File: src/rtl/operand_skew_feeder.sv
// Operand skew feeder: accepts one operand vector per handshake and staggers
// lane i by i extra cycles so the vector arrives at the PE array diagonal.
module operand_skew_feeder #(
    parameter int LANES       = 4,
    parameter int OPND_BWIDTH = 8,
    parameter int LEN_BWIDTH  = 16
) (
    input  logic                         CLK,
    input  logic                         RST,
    input  logic                         STALL,
    input  logic                         START,
    input  logic [LEN_BWIDTH-1:0]        K_LEN,
    input  logic                         IN_VALID,
    output logic                         IN_READY,
    input  logic [LANES*OPND_BWIDTH-1:0] IN_DATA,
    output logic [LANES*OPND_BWIDTH-1:0] OUT_OPND,
    output logic [LANES-1:0]             OUT_VALID,
    output logic                         BUSY,
    output logic                         DONE
);

    // Drain counter must hold LANES-1; keep at least one bit for LANES=1.
    localparam int DCW = (LANES > 1) ? $clog2(LANES) : 1;

    typedef enum logic [1:0] {
        S_IDLE  = 2'd0,
        S_FEED  = 2'd1,
        S_DRAIN = 2'd2,
        S_DONE  = 2'd3
    } state_t;

    state_t                state;
    logic [LEN_BWIDTH-1:0] remain;
    logic [DCW-1:0]        drain_cnt;
    logic                  busy_q;
    logic                  done_q;
    logic                  hs;

    assign IN_READY = (state == S_FEED) && !STALL;
    assign hs       = IN_VALID && IN_READY;
    assign BUSY     = busy_q;
    assign DONE     = done_q;

    // Job sequencing: count accepted vectors, then let the deepest lane drain.
    always_ff @(posedge CLK) begin
        if (RST) begin
            state     <= S_IDLE;
            remain    <= '0;
            drain_cnt <= '0;
            busy_q    <= 1'b0;
            done_q    <= 1'b0;
        end else if (!STALL) begin
            case (state)
                S_IDLE: begin
                    if (START) begin
                        busy_q <= 1'b1;
                        if (K_LEN != '0) begin
                            state  <= S_FEED;
                            remain <= K_LEN;
                        end else begin
                            state  <= S_DONE;
                            done_q <= 1'b1;
                        end
                    end
                end
                S_FEED: begin
                    if (hs) begin
                        remain <= remain - LEN_BWIDTH'(1);
                        if (remain == LEN_BWIDTH'(1)) begin
                            if (LANES > 1) begin
                                state     <= S_DRAIN;
                                drain_cnt <= DCW'(LANES - 1);
                            end else begin
                                state  <= S_DONE;
                                done_q <= 1'b1;
                            end
                        end
                    end
                end
                S_DRAIN: begin
                    if (drain_cnt == DCW'(1)) begin
                        state     <= S_DONE;
                        drain_cnt <= '0;
                        done_q    <= 1'b1;
                    end else begin
                        drain_cnt <= drain_cnt - DCW'(1);
                    end
                end
                S_DONE: begin
                    state  <= S_IDLE;
                    busy_q <= 1'b0;
                    done_q <= 1'b0;
                end
                default: begin
                    state  <= S_IDLE;
                    busy_q <= 1'b0;
                    done_q <= 1'b0;
                end
            endcase
        end
    end

    for (genvar g = 0; g < LANES; g++) begin : g_lane
        logic signed [OPND_BWIDTH-1:0] opnd_p [0:g];
        logic        [g:0]             vld_p;

        // Lane g delay line: g+1 stages, bubble enters stage 0 when no handshake.
        always_ff @(posedge CLK) begin
            if (RST) begin
                for (int j = 0; j <= g; j++) begin
                    opnd_p[j] <= '0;
                end
                vld_p <= '0;
            end else if (!STALL) begin
                opnd_p[0] <= hs ? $signed(IN_DATA[g*OPND_BWIDTH +: OPND_BWIDTH]) : '0;
                vld_p[0]  <= hs;
                for (int j = 1; j <= g; j++) begin
                    opnd_p[j] <= opnd_p[j-1];
                    vld_p[j]  <= vld_p[j-1];
                end
            end
        end

        assign OUT_OPND[g*OPND_BWIDTH +: OPND_BWIDTH] = opnd_p[g];
        assign OUT_VALID[g]                           = vld_p[g];
    end

endmodule
File: config.mk
export PLATFORM = sky130hd
export DESIGN_NAME = operand_skew_feeder
export DESIGN_NICKNAME = d
export VERILOG_FILES = /design/src/rtl/operand_skew_feeder.sv
export SDC_FILE = /design/constraint.sdc
export NUM_CORES = 1
export LEC_CHECK = 0
export CORE_MARGIN = 1
export CORE_UTILIZATION = 24
export DETAILED_ROUTE_END_ITERATION = 12
export DONT_BUFFER_PORTS = 1
export GPL_TIMING_DRIVEN = 0
export PLACE_DENSITY = 0.34
export SYNTH_ARGS = -nofsm -noshare
export SYNTH_HDL_FRONTEND = slang
export SYNTH_SLANG_ARGS = --single-unit
File: constraint.sdc
create_clock -name CLK -period 6.21 [get_ports CLK]
set_clock_uncertainty 0.05 [all_clocks]
set_input_delay 0.9315 -clock CLK [delete_from_list [all_inputs] [get_ports CLK]]
set_output_delay 0.9315 -clock CLK [all_outputs]
set_load 0.005 [all_outputs]
# --- After elaboration in Yosys (flattened, before gate mapping) ---
# Memory sizes are Yosys's and may differ from the RTL's.
# Cells that the tools add are included.
totals:
  ff_bits: 32
  latch_bits: 0
  ramBits: 80
  romBits: 0
  in_bits: 53
  out_inout_bits: 39
  word_cells: 91
  memories: 4
mem_list:
  columns: ["name", "depth", "word_bits", "read_ports", "rd_ports_with_merged_regs", "write_ports", "line", "rtl"]
  rows:
  - ["g_lane[3].opnd_p", 4, 8, 4, 0, 4, "104", "logic signed [OPND_BWIDTH-1:0] opnd_p [0:g];"]
  - ["g_lane[2].opnd_p", 3, 8, 3, 0, 3, "104", null]
  - ["g_lane[1].opnd_p", 2, 8, 2, 0, 2, "104", null]
  - ["g_lane[0].opnd_p", 1, 8, 1, 0, 1, "104", null]
op_classes:
  addsub: 2
  n_mul: 0
  n_div: 0
  order_cmp: 0
  eq_ne: 11
  shift: 0
  n_mux: 40
  n_bitwise: 11
  reduce_logical: 14
ops:
  columns: ["operator", "count"]
  rows:
  - ["8-bit two-way mux", 14]
  - ["16-bit two-way mux", 3]
  - ["16-bit case mux with 2 select lines", 1]
  - ["16-bit by 1-bit == test with 1-bit output, second input constant", 1]
  - ["2-bit two-way mux", 8]
  - ["16-bit nonzero test", 1]
  - ["16-bit by 1-bit subtractor with 16-bit output, second input constant", 1]
  - ["5-bit AND reduction", 3]
  - ["1-bit two-way mux", 10]
  - ["2-bit inequality test, second input constant", 5]
  - ["1-bit OR", 9]
  - ["2-bit case mux with 4 select lines", 1]
  - ["8-bit OR reduction", 1]
  - ["2-bit nonzero test", 3]
  - ["2-bit by 1-bit == test with 1-bit output, second input constant", 2]
  - ["2-bit == test, second input constant", 2]
  - ["2-bit case mux with 2 select lines", 1]
  - ["4-bit AND reduction", 1]
  - ["1-bit case mux with 3 select lines", 1]
  - ["3-bit AND reduction", 1]
  - ["1-bit logical AND", 2]
  - ["2-bit logical NOT", 1]
  - ["2-bit by 1-bit inequality test with 1-bit output, second input constant", 1]
  - ["1-bit inverter", 2]
  - ["3 further kinds", 3]

# --- Depth between registers and ports, before layout ---
# Gate-level depths: netlist of the first run.
depth:
  ltp_word: 5
  mapped_depth: 8
  ltp_nobuf: 7

# --- Worst setup path after synthesis of the first run ---
# OpenSTA, ideal clock, no wires.
synth_timing:
  kind: "input -> register"
  start: "in RST"
  end: "mem g_lane[0].opnd_p[0][0], enable pin"
  arrival_ns: 2.700
  required_time_ns: 5.367
  setup_slack_ns: 2.667
  stages: 3
  path_buffers: 1
  path_cell_list: "inv_1 > clkbuf_1 > nand2_1"
synth_via:
  elab_chain_cells: 4
  elab_cells_between_ends: 6
  classes_between: "5 x mux; 1 x reduce/logical"
synth_lines:
  columns: ["element", "line", "rtl"]
  rows:
  - ["start, declared", "9", "input logic RST,"]
  - ["1-bit two-way mux", "109", "if (RST) begin"]
  - ["1-bit two-way mux", "115", "opnd_p[0] <= hs ? $signed(IN_DATA[g*OPND_BWIDTH +: OPND_BWIDTH]) : '0;"]
  - ["8-bit OR reduction (no line)", null, null]
  - ["1-bit two-way mux (no line) (*)", null, null]
  - ["end, declared", "104", null]
# Mark *: on every way between the ends. The rest lies on a longest branch, timed or not.

# --- Worst setup path after layout of the first run ---
layout_timing:
  start: "reg state[1]"
  end: "out IN_READY"
layout_via:
  elab_chain_cells: 2
layout_lines:
  columns: ["element", "line", "rtl"]
  rows:
  - ["start, declared", "32", "state_t state;"]
  - ["start signal, assigned", "47", "state <= S_IDLE;"]
  - ["start signal, assigned", "58", "state <= S_FEED;"]
  - ["start signal, assigned", "61", "state <= S_DONE;"]
  - ["2-bit by 1-bit == test with 1-bit output", "39", "assign IN_READY = (state == S_FEED) && !STALL;"]
  - ["1-bit logical AND", "39", null]
  - ["end, declared", "14", "output logic IN_READY,"]
# No other way between the ends.

==> flow_metrics.py, run 1 <==
metrics = {
    "synth": {
        "synth-simple-area-share": 0.1997,
        "syn-cell-area_um2": 4723,
        "synth_compound_area_frac": 0.09139,
        "synth-seq-cells": 106,
        "netlist_instances": 395,
        "syn_area_per_cell_um2": 11.96,
        "synthesis.nets": 456,
        "synth_top_family_by_area": "simple AND/OR/NAND/NOR gates",
        "synthDistinctLibCells": 44,
        "synthAdderAreaFrac": 0.02119,
        "yosysWarnings": 0,
        "synth_xor_area_frac": 0,
        "synth_mux_area_frac": 0.01272,
        "ys_seq_area_frac": 0.6188,
    },
    "layout": {
        "final_net_count": 468,
        "postLayoutCoreUtil": 0.2832,
        "final_cell_count_no_fill": 672,
        "layout-drive-gt1-share": 0.1141,
        "antenna_cells": 0,
        "syn2layout_area_growth_pct": 14.01,
    },
    "placed_design": {
        "io_buffers": 0,
        "dp_hpwl_um": 7408,
        "gp_congestion": 0.7712,
        "placed_cells": 656,
    },
    "global_route": {
        "antenna_found_initial": 0,
        "grt_first_pass_wirelength_um": 16040,
        "grt_pass1_vias": 2789,
        "grt_use_total": 0.1088,
        "grt_max_degree": 67,
        "grt.overflow.total": 0,
    },
    "floorplanning": {
        "num_rows": 50,
        "die-area_um2": 20250,
        "initial_core_util": 0.2484,
        "core_area_um2": 19020,
        "die_h_um": 142.3,
        "die_w_um": 142.3,
        "io_pins": 92,
    },
    "power": {
        "power_density_nw_per_um2": 319.1,
        "p_leak_nw": 2.033,
        "peakVddDrop_mv": 0.1287,
    },
    "routing": {
        "wl_um": 10600,
        "vias_per_cell": 4.277,
        "postRouteAntennaNets": 0,
        "drtIter0Drc": 190,
        "dr.pass1.iters": 6,
        "wl_per_cell_um": 15.77,
        "vias": 2874,
        "drc": 0,
    },
    "clock_tree": {
        "cts_buffer_depth": 2,
        "hold_buffers": 0,
        "path_clk_slew_ns": 0.08,
        "h-tree-depth": 3,
        "numCtsBuffers": 9,
        "post_cts_resized": 0,
        "cts_root_buf": "clkbuf_16",
        "cts_sinks": 106,
        "clk_latency_ns": 0.35,
        "cts_setup_buffers": 0,
        "cts_tree": "done",
    },
    "setup_path": {
        "cp_max_fo": 10,
        "start_kind": "flip-flop",
        "arrival_ns": 2.19,
        "path_class": "flip-flop to output pin",
        "critPathRequiredTime_ns": 5.23,
        "r2r.worst_path.cells": 6,
        "endpoint_kind": "output pin",
        "cpMaxStageDelayCell": "clkbuf_1",
        "crit_chain": "inv_1, ha_1, inv_1, clkbuf_1, clkbuf_1, nor2_1",
        "slowest_delay_ns": 0.47,
    },
    "sta": {
        "rsz0062_at_grt": "false",
        "fin_setup_tns_ns": 0,
        "relSlewSlack": 0.5476,
        "hold_violations": 0,
        "slew_violations": 0,
        "final.period_utilization": 0.5106,
        "worst_pin_slew_ns": 0.6787,
        "setup_violations": 0,
        "fmax_mhz": 315.4,
        "fin_crit_ns": 3.171,
    },
    "hold_path": {
        "hold_depth": 2,
        "hold_class": "flip-flop to flip-flop",
    },
    "run_status": {
        "outcome": "finished, final reports clean",
    },
    "flow_run": {
        "cap_violations": 0,
    },
}
==> worst max-delay path: cells and delay by family, from the launching register on <==
family | cells | cell delay (ns)
buffers and inverters | 4 | 1.08
AND/OR/NAND/NOR | 1 | 0.15
adder cells (fa/ha/maj) | 1 | 0.25
flip-flops | 1 | 0.36
==> cell usage in the layout (no fill, tap or decap), types with 2 or more instances in the layout <==
cell type	synthesis	routed
o32ai_1	9	9
nand2_1	16	15
nand2b_1	2	2
mux2i_1	6	6
o311a_1	4	4
o21ai_0	7	7
buf_4	17	17
a21oi_1	26	26
or2_2	3	3
nand3_1	4	4
and2_1	80	80
buf_2	5	5
or3_1	2	2
nor2b_1	7	7
o21ai_1	2	2
a31oi_1	3	3
clkbuf_1	17	17
edfxtp_1	80	80
inv_1	12	12
nor3_1	5	5
nor4_1	4	4
clkinv_4	0	2
and4_1	2	2
nand4_1	2	2
and3_1	6	6
dfxtp_1	26	26
clkbuf_16	0	9
a211oi_1	3	3
ha_1	8	8
a21o_1	2	2
nor2_1	20	20
==> final cells by class <==
cell class	instances	area, um2
buffer	40	220.2
clock buffer	9	225.2
clock inverter	7	76.32
fill	1993	13630
inverter	12	45.04
multi-input combinational	237	1543
sequential	106	2923
tap	260	325.3
timing repair buffer	1	27.53
==> metrics by stage <==
| step | worst slack, ns | power, W | hold WS [ns] | instance area [um2] |
|---|---|---|---|---|
| global placement | 1.275 | 0.001144 | 0.3990 | 5049 |
| detailed placement | 3.106 | 0.001145 | 0.4112 | 5084 |
| global route | 2.889 | 0.001803 | 0.4579 | 5385 |
| CTS | 2.995 | 0.001744 | 0.4221 | 5385 |
| floorplan | 2.667 | 0.001068 | 0.3893 | 4723 |
| finish | 3.039 | 0.001719 | 0.4226 | 5385 |
==> where the power goes <==
| part | total, W | leakage [nW] | switching [W] | internal (W) |
|---|---|---|---|---|
| registers | 0.000839 | 1.10 | 0.0000273 | 0.000812 |
| clock network | 0.000592 | 0.149 | 0.000275 | 0.000317 |
| logic | 0.000288 | 0.783 | 0.000178 | 0.000110 |
| total | 0.00172 | 2.03 | 0.000480 | 0.00124 |
==> worst paths after layout <==
check,from,end,slack (ns)
setup / recovery,state[1],IN_READY,3.04
hold / removal,remain[15],remain[15],0.42
setup reg to reg,state[1],g_lane[3].opnd_p[0][1],3.93
hold reg to reg,remain[15],remain[15],0.42
==> state kept, by name, summed over array words and instances, names as in the netlist <==
signal and flops:
remain 16, state 2, g_lane.opnd_p 80, drain_cnt 2, DONE 1, g_lane.vld_p 4, BUSY 1
==> cell usage after synthesis <==
cell type / n / share of area
a211o_1: 1 / 0.0019
a211oi_1: 3 / 0.0048
a21o_1: 2 / 0.0032
a21oi_1: 26 / 0.028
a22oi_1: 1 / 0.0016
a311oi_1: 1 / 0.0019
a31o_2: 1 / 0.0019
a31oi_1: 3 / 0.0040
and2_1: 80 / 0.11
and3_1: 6 / 0.0079
and4_1: 2 / 0.0037
buf_1: 1 / 0.00079
buf_2: 5 / 0.0053
buf_4: 17 / 0.027
clkbuf_1: 17 / 0.014
dfxtp_1: 26 / 0.11
edfxtp_1: 80 / 0.51
ha_1: 8 / 0.021
inv_1: 12 / 0.0095
mux2i_1: 6 / 0.013
nand2_1: 16 / 0.013
nand2b_1: 2 / 0.0026
nand3_1: 4 / 0.0042
nand3b_1: 1 / 0.0016
nand4_1: 2 / 0.0026
nand4b_1: 1 / 0.0019
nand4bb_4: 1 / 0.0058
nor2_1: 20 / 0.016
nor2b_1: 7 / 0.0093
nor3_1: 5 / 0.0053
nor3_2: 1 / 0.0021
nor3b_1: 1 / 0.0016
nor4_1: 4 / 0.0053
nor4_4: 1 / 0.0045
o2111ai_1: 1 / 0.0019
o21ai_0: 7 / 0.0074
o21ai_1: 2 / 0.0021
o2bb2ai_1: 1 / 0.0019
o311a_1: 4 / 0.0085
o31a_1: 1 / 0.0019
o31ai_4: 1 / 0.0045
o32ai_1: 9 / 0.017
or2_2: 3 / 0.0040
or3_1: 2 / 0.0026
==> logic make-up after synthesis <==
family                   count (synthesis)
flip-flops                             106
adder cells (fa/ha/maj)                  8
AND/OR/NAND/NOR                        159
AO/OA/AOI/OAI                           64
buffers and inverters                   52
multiplexers                             6
==> layer usage <==
metal / wire length (um) / track usage / vias up / part of all wire
met5: 0 / 0 / - / 0
met4: 184 / 0.05320 / 0 / 0.017
met3: 626 / 0.02961 / 10 / 0.059
met2: 5120 / 0.1801 / 78 / 0.48
met1: 4668 / 0.1302 / 1369 / 0.44
li1: - / - / 1417 / -
No activity file was read; power rests on OpenSTA's default activity.
==> inputs of run 2 (changes only) <==
Settings changed: PLACE_DENSITY 0.34 to 0.35.
Clock period 6.21 ns to 2.6 ns, I/O delays scaled along.
==> run 2 against run 1 <==
- clock power up 130%
- power increased by 140%
- first-iteration DRC count down 15%
- utilization down 0.092 points
- die area did not move
- register-to-register slack worse by 3.7 ns
- cell count shrank 0.15%
- global-route usage grew 0.23 points
- critical path type is now flip-flop to flip-flop
- critical endpoint is now g_lane[2].opnd_p[0][2]
- largest power group unchanged
==> flow_metrics.py, run 2 (synthesized netlist as in run 1, its figures left out) <==
metrics = {
    "floorplanning": {
        "die-area_um2": 20250,
        "core_area_um2": 19020,
        "initial_core_util": 0.2484,
        "die_w_um": 142.3,
        "num_rows": 50,
        "io_pins": 92,
        "die_h_um": 142.3,
    },
    "routing": {
        "drtIter0Drc": 162,
        "dr.pass1.iters": 4,
        "postRouteAntennaNets": 0,
        "vias_per_cell": 4.237,
        "vias": 2843,
        "wl_um": 10610,
        "drc": 0,
        "wl_per_cell_um": 15.81,
    },
    "clock_tree": {
        "numCtsBuffers": 9,
        "hold_buffers": 0,
        "path_clk_slew_ns": 0.08,
        "cts_root_buf": "clkbuf_16",
        "cts_setup_buffers": 0,
        "cts_buffer_depth": 2,
        "clk_latency_ns": 0.36,
        "h-tree-depth": 3,
        "cts_sinks": 106,
        "cts_tree": "done",
    },
    "flow_run": {
        "cap_violations": 0,
    },
    "global_route": {
        "grt_use_total": 0.1111,
        "grt_first_pass_wirelength_um": 16440,
        "antenna_found_initial": 0,
        "grt_pass1_vias": 2826,
        "grt_max_degree": 62,
        "grt.overflow.total": 0,
    },
    "placed_design": {
        "io_buffers": 0,
        "dp_hpwl_um": 7355,
        "place_ws_ns": 0.04402,
        "gp_congestion": 0.8109,
        "placed_cells": 656,
    },
    "sta": {
        "final.period_utilization": 0.8993,
        "worst_pin_slew_ns": 0.6369,
        "fmax_mhz": 427.7,
        "setup_violations": 0,
        "relSlewSlack": 0.5754,
        "fin_crit_ns": 2.338,
        "hold_violations": 0,
        "slew_violations": 0,
        "rsz0062_at_grt": "false",
        "setup_ws_ns": 0.2619,
        "whs_ns": 0.08631,
    },
    "setup_path": {
        "critPathRequiredTime_ns": 2.77,
        "crit_start": "state[1]",
        "path_class": "flip-flop to flip-flop",
        "cp_max_fo": 10,
        "r2r.worst_path.cells": 6,
        "endpoint_kind": "flip-flop",
        "reg2reg_from": "state[1]",
        "arrival_ns": 2.51,
        "start_kind": "flip-flop",
    },
    "hold_path": {
        "holdCritStartpoint": "RST",
        "hold_depth": 1,
        "hold_class": "input pin to flip-flop",
    },
    "layout": {
        "most-common-layout-cells": "and2_1, edfxtp_1, dfxtp_1, a21oi_1, nor2_1",
        "largestRegisters": "g_lane.opnd_p: 80 flops, remain: 16 flops, g_lane.vld_p: 4 flops",
        "antenna_cells": 0,
        "syn2layout_area_growth_pct": 13.64,
        "largest_reg_flops": 80,
        "layout-drive-gt1-share": 0.1168,
        "final.fill_count": 2020,
        "final_cell_count_no_fill": 671,
        "final_net_count": 467,
        "regMostFlops": "g_lane.opnd_p",
    },
    "power": {
        "power_density_nw_per_um2": 756.7,
        "total_power_w": 0.004062,
        "peakVddDrop_mv": 0.3041,
        "p_leak_nw": 2.027,
    },
    "run_status": {
        "outcome": "finished, final reports clean",
    },
}
-- run 2: changes by cell type in the layout (fill, tap and decap cells not counted), sizes merged --
cell | before | now
clkinv | 4 | 2
inv | 14 | 16
bufinv | 1 | 0
-- run 2: per-layer routing --
layer	track usage	vias to the layer above	routed length (um)
met2	0.1816	71	5137
met1	0.1374	1341	4737
met5	0	-	0
li1	-	1420	-
met4	0.05603	0	210
met3	0.02524	11	520
-- run 2: layout make-up --
cell class              instances  area, um2  share of cell area
clock buffers                  10      229.0             0.04266
well taps                     260      325.3             0.06061
multi-input cells             237       1543              0.2874
plain buffers                  39      217.7             0.04056
inverters                      12      45.04            0.008392
repair buffers                  1      27.53            0.005128
clock inverters                 6      57.56             0.01072
flip-flops and latches        106       2923              0.5445
-- run 2: path summary, 6_finish.rpt --
path,to,slack [ns]
setup / recovery,g_lane[2].opnd_p[0][2],0.26
hold / removal,remain[15],0.09
setup reg to reg,g_lane[2].opnd_p[0][2],0.26
hold reg to reg,remain[15],0.42
-- run 2: metrics by stage --
step           utilization  TNS (ns)  area, um2
4_1_cts             0.2824         0       5371
3_3_place_gp        0.2656    -46.64       5051
3_5_place_dp        0.2673         0       5084
2_1_floorplan            -         0       4726
5_1_grt             0.2822         0       5368
6_report            0.2822         0       5368
-- run 2: power by group --
group / switching [W] / leakage, nW / internal [W]
clock network: 0.000694 / 0.141 / 0.000676
registers: 0.0000640 / 1.10 / 0.00194
logic: 0.000427 / 0.784 / 0.000262
-- run 2: timing repair --
action	4_1_cts	5_1_grt
setup endpoints to repair	1	1
resized for setup	1	0
gates cloned	0	0
-- run 2: critical path: stages, from the launching register on --
cell and delay (ns):
dfxtp_1 0.33, inv_1 0.12, ha_1 0.25, clkbuf_1 0.50
and3_1 0.41, clkbuf_1 0.36, and2_1 0.19
